### config.mk
export PLATFORM = sky130hd
export DESIGN_NAME = uart_frame_ctrl
export DESIGN_NICKNAME = d
export VERILOG_FILES = /design/src/rtl/uart_frame_ctrl.sv
export SDC_FILE = /design/constraint.sdc
export NUM_CORES = 1
export LEC_CHECK = 0
export ABC_AREA = 1
export CORE_MARGIN = 1
export CORE_UTILIZATION = 30
export CTS_BUF_LIST = sky130_fd_sc_hd__clkbuf_2 sky130_fd_sc_hd__clkbuf_4 sky130_fd_sc_hd__clkbuf_8
export DETAILED_ROUTE_END_ITERATION = 10
export SETUP_SLACK_MARGIN = 0.2
export SYNTH_ARGS = -nofsm -noshare
export SYNTH_HDL_FRONTEND = slang
export SYNTH_SLANG_ARGS = --single-unit
### constraint.sdc
create_clock -name clk -period 2.2 [get_ports clk]
set_input_delay 0.55 -clock clk [delete_from_list [all_inputs] [get_ports clk]]
set_output_delay 0.55 -clock clk [all_outputs]
set_load 0.01 [all_outputs]
### src/rtl/uart_frame_ctrl.sv
// Frames sync + N_PIXELS pixel bytes from uart_rx into image RAM, launches the network, counts good/bad frames.
// Optional checksum byte after the pixels when UART_FRAME_CHECKSUM_EN is defined.
module uart_frame_ctrl #(
    parameter int         N_PIXELS    = 784,
    parameter int         ADDR_W      = 10,
    parameter logic [7:0] SYNC_BYTE   = 8'hA5,
    parameter int         TIMEOUT_CYC = 50000,
    parameter int         TO_W        = 16
) (
    input  logic              clk,
    input  logic              reset_b,
    input  logic              rx_done_tick,
    input  logic [7:0]        rx_byte,
    input  logic              net_done,
    output logic              mem_we,
    output logic [ADDR_W-1:0] mem_addr,
    output logic [7:0]        mem_wdata,
    output logic              net_start,
    output logic              busy,
    output logic [13:0]       ok_cnt,
    output logic [13:0]       err_cnt,
    output logic [2:0]        state_o
);

    localparam logic [2:0] ST_IDLE  = 3'd0;
    localparam logic [2:0] ST_LOAD  = 3'd1;
`ifdef UART_FRAME_CHECKSUM_EN
    localparam logic [2:0] ST_CHECK = 3'd2;
`endif
    localparam logic [2:0] ST_RUN   = 3'd3;

    localparam logic [ADDR_W-1:0] LAST_PIX = ADDR_W'(N_PIXELS - 1);
    localparam logic [TO_W-1:0]   TO_LAST  = TO_W'(TIMEOUT_CYC - 1);
    localparam logic [13:0]       CNT_MAX  = 14'd9999;

    logic [2:0]        state;
    logic [ADDR_W-1:0] pix_cnt;
    logic [TO_W-1:0]   to_cnt;
    logic              pix_last;
    logic              to_expire;
`ifdef UART_FRAME_CHECKSUM_EN
    logic [7:0]        csum;
`endif

    // Counters stop at the display limit instead of wrapping.
    function automatic logic [13:0] sat_inc(input logic [13:0] c);
        return (c == CNT_MAX) ? c : c + 14'd1;
    endfunction

    assign pix_last  = (pix_cnt == LAST_PIX);
    // An arriving byte always beats the timeout terminal cycle.
    assign to_expire = !rx_done_tick && (to_cnt == TO_LAST);
    assign busy      = (state != ST_IDLE);
    assign state_o   = state;

    always_ff @(posedge clk or negedge reset_b) begin
        if (!reset_b) begin
            state     <= ST_IDLE;
            pix_cnt   <= '0;
            to_cnt    <= '0;
            mem_we    <= 1'b0;
            mem_addr  <= '0;
            mem_wdata <= 8'd0;
            net_start <= 1'b0;
            ok_cnt    <= 14'd0;
            err_cnt   <= 14'd0;
`ifdef UART_FRAME_CHECKSUM_EN
            csum      <= 8'd0;
`endif
        end else begin
            mem_we    <= 1'b0;
            net_start <= 1'b0;
            case (state)
                ST_IDLE: begin
                    if (rx_done_tick && rx_byte == SYNC_BYTE) begin
                        state   <= ST_LOAD;
                        pix_cnt <= '0;
                        to_cnt  <= '0;
`ifdef UART_FRAME_CHECKSUM_EN
                        csum    <= 8'd0;
`endif
                    end
                end
                ST_LOAD: begin
                    if (rx_done_tick) begin
                        mem_we    <= 1'b1;
                        mem_addr  <= pix_cnt;
                        mem_wdata <= rx_byte;
                        pix_cnt   <= pix_cnt + 1'b1;
                        to_cnt    <= '0;
`ifdef UART_FRAME_CHECKSUM_EN
                        csum      <= csum + rx_byte;
                        if (pix_last) begin
                            state <= ST_CHECK;
                        end
`else
                        if (pix_last) begin
                            state     <= ST_RUN;
                            net_start <= 1'b1;
                        end
`endif
                    end else if (to_expire) begin
                        err_cnt <= sat_inc(err_cnt);
                        state   <= ST_IDLE;
                    end else begin
                        to_cnt <= to_cnt + 1'b1;
                    end
                end
`ifdef UART_FRAME_CHECKSUM_EN
                ST_CHECK: begin
                    if (rx_done_tick) begin
                        to_cnt <= '0;
                        if (rx_byte == csum) begin
                            state     <= ST_RUN;
                            net_start <= 1'b1;
                        end else begin
                            err_cnt <= sat_inc(err_cnt);
                            state   <= ST_IDLE;
                        end
                    end else if (to_expire) begin
                        err_cnt <= sat_inc(err_cnt);
                        state   <= ST_IDLE;
                    end else begin
                        to_cnt <= to_cnt + 1'b1;
                    end
                end
`endif
                ST_RUN: begin
                    if (net_done) begin
                        ok_cnt <= sat_inc(ok_cnt);
                        state  <= ST_IDLE;
                    end
                end
                default: state <= ST_IDLE;
            endcase
        end
    end

endmodule
==> results.md <==
- FFs w/ async S/R, synth: 1.00
- Synth top area share: 0.434
- Distinct cell type count after synthesis: 38
- CTS sink count: 76
- Setup WS pre-CTS: 17.4 ps
- # fillers: 1434
- IO Count: 64
- Largest incremental delay on the critical path: 570 ps
- Clk pwr share: 0.214
- Worst path buffer plus inverter count: 1
- Wire per inst: 13.1 µm
- Setup-failing EPs final: 0
- Req. time, crit path: 1650 ps
- Row count: 43
- Mapped Area: 0.00438 mm²
- Core box area: 0.0140 mm²
- Syn nets: 613
- Post-synth EDFFs: 0
- Total global routing overflow: 0
- Post-route minimum period: 1940 ps
- Total track usage: 0.161
- Avg Cell Area, Syn: 7.34 µm²
- Cell internal pwr: 0.00286 W
- Max frequency: 515 MHz
- Synth Flop Type: dfrtp_1
- M1 WL: 5350 µm
- Detailed-router iteration count before antenna repair: 5
- Detail Route Antenna Nets: 0
- Count leader, synth: nand2_1
- RSZ-0062 raised after global routing: false
- Clock tree buffer depth: 2
- Net Sw Power: 0.00180 W
- CTS root buffer: clkbuf_8
- Area of the multi-input gates: 0.00219 mm²
- Skew final: 8.43 ps
- CP Cell Sequence: clkdlybuf4s50_1
- Status: finished clean
- CTS tree: yes
- # nets final: 686
- Register Area: 0.00192 mm²
- Worst slew margin: 0.627
- Worst Path Arrival: 1390 ps
- Worst min path class: in2async
- DP HPWL: 8210 µm
- Reg clk slew, reported paths: 80 ps
- Total Wirelength: 11200 µm
- Gate Count Post-Synth: 597
- Top sig layer: met4
- TNS Setup: 0 ps
- Crit Path Max Fanout: 6
- Synth top area cells: dfrtp_1, nand2_1, nor2_1
- Num CTS Buffers: 9
- Via density: 4.81
- Crit start category: flop
- Clock Latency Late Sink: 360 ps
- Layout cells sized above 1: 0.107
- Slowest cell on the critical path: clkdlybuf4s50_1
- Fin cells: 855
- Period utilization: 0.882
- Die Ht: 123 µm
- VDD IR max: 0.000369 V
- Crit. End Element: output port
- Post-CTS setup buffers: 0
- Initial antenna violation count: 0
- Synth area leader: dfrtp_1
- Final setup margin: 260 ps
- Die Wd: 123 µm
- DR vias: 4113
- Die Area: 0.0151 mm²
- Synth top cells by count: nand2_1, dfrtp_1, nor2_1, inv_1, nand3_1
- Met2 WL: 5200 µm
- Ys Warns: 0
- DR iter-0 viols: 316
- Lkg Pwr: 2.47 nW
- Max-slew violation count: 0
- MaxCap Viol Count: 0
- Hold-fix buffers at CTS: 0
- H-tree depth: 3
- Final hold violation count: 0
- PwrDens: 853 mW/mm²
- Combinational Power Share: 0.371
- Yosys reg bits: 76
- Area delta synth->final: 24.7%
- Placed Cells: 839
- Switching part of the total: 0.385
- Starting Density: 0.312
- Critical path's top delay family: buffers and inverters
- Port Buffer Count: 62
- Final GP Congestion: 0.900
- Vias in the first global route: 4020
- # diodes: 0
- Seq pwr share: 0.415
- First-pass GRT wire length: 19100 µm
- DR WL met3: 539 µm
- Sequential element share of the synthesized area: 0.434
- Pin count of the biggest net entering global routing: 43
- Worst Tran Pin Value: 555 ps
- Post-layout util: 0.389
- Residual DRC: 0
- Crit Path Category: reg2out
[layout by cell type, fill, tap and decap left out, types with 2 or more instances in the layout]
cell / synthesis / layout
nand2_1: 197 / 197
nor2_1: 69 / 68
dfrtp_1: 76 / 65
clkdlybuf4s50_1: 0 / 60
inv_1: 56 / 56
nand3_1: 40 / 40
nand4_1: 31 / 31
o21ai_0: 20 / 20
nor3_1: 19 / 19
xor2_1: 13 / 13
dfrtp_2: 0 / 11
buf_4: 1 / 10
clkbuf_8: 0 / 9
inv_2: 6 / 6
nand2_2: 6 / 6
o21ai_2: 6 / 6
o21ai_1: 5 / 5
xnor2_1: 5 / 5
a21oi_1: 5 / 5
nor2_2: 3 / 3
nor2_8: 3 / 3
nor2_4: 2 / 3
ha_1: 4 / 3
clkinvlp_4: 0 / 3
and2_1: 2 / 2
nand3b_1: 2 / 2
a31oi_1: 2 / 2
nor4_1: 2 / 2
nand3_2: 2 / 2
clkbuf_4: 0 / 2
buf_12: 0 / 2
[final cells by class]
cell class	instances	share of cell area
multi-input combinational	447	0.400
sequential	76	0.351
timing repair buffer	73	0.133
inverter	63	0.0433
tap	180	0.0412
clock buffer	11	0.0254
clock inverter	5	0.00664
[final timing paths]
path / start / end / slack (ps) / cells past startpoint
min: reset_b / mem_wdata[7]$_DFFE_PN0P_ / 130 / 1
max: ok_cnt[4]$_DFFE_PN0P_ / ok_cnt[4] / 260 / 1
max in group asynchronous: reset_b / err_cnt[10]$_DFFE_PN0P_ / 1440 / 2
min reg2reg: mem_addr[2]$_DFFE_PN0P_ / mem_addr[2]$_DFFE_PN0P_ / 480 / 2
max reg2reg: to_cnt[0]$_DFFE_PN0P_ / err_cnt[8]$_DFFE_PN0P_ / 370 / 10
min in group clk: mem_addr[2]$_DFFE_PN0P_ / mem_addr[2]$_DFFE_PN0P_ / 480 / 2
[stage by stage]
step / area (µm²) / hold slack (ps) / power (W)
2_1_floorplan: 4380 / 254 / 0.00288
3_3_place_gp: 5270 / 458 / 0.00365
3_5_place_dp: 5270 / 460 / 0.00370
4_1_cts: 5450 / 129 / 0.00473
5_1_grt: 5460 / 142 / 0.00501
6_report: 5460 / 133 / 0.00466
[registers in the layout, summed over array words and instances (netlist names)]
register and flops:
mem_we 1, err_cnt 14, ok_cnt 14, state_o 2, pix_cnt 10, net_start 1
mem_wdata 8, mem_addr 10, to_cnt 16
[power groups by stage]
stage	sequential [W]	clock, W	combinational, W
3_3_place_gp	0.00194	0	0.00171
2_1_floorplan	0.00201	0	0.000878
3_5_place_dp	0.00196	0	0.00174
6_report	0.00193	0.000999	0.00173
5_1_grt	0.00198	0.00111	0.00192
4_1_cts	0.00194	0.00105	0.00174
[what timing repair did]
action / CTS / global route
resized for setup: 6 / 9
gates cloned: 0 / 0
setup endpoints to repair: 5 / 14
pin swaps: 0 / 1
endpoints found under the hold margin: 0 / 0
[routing by layer]
layer,vias to the layer above,global-route usage
met3,10,0.0409
met4,0,0.0541
met1,1941,0.209
met2,95,0.259
li1,2067,-
met5,-,0
[logic make-up after synthesis]
logic type               count (synthesis)  share of synthesized area
other                                    1                   0.000856
XOR/XNOR                                18                     0.0360
AO/OA/AOI/OAI                           43                     0.0583
adder cells (fa/ha/maj)                  4                     0.0114
buffers and inverters                   74                     0.0691
flip-flops                              76                      0.434
AND/OR/NAND/NOR                        381                      0.390
Note: power is estimated with default switching activity, not from simulation.
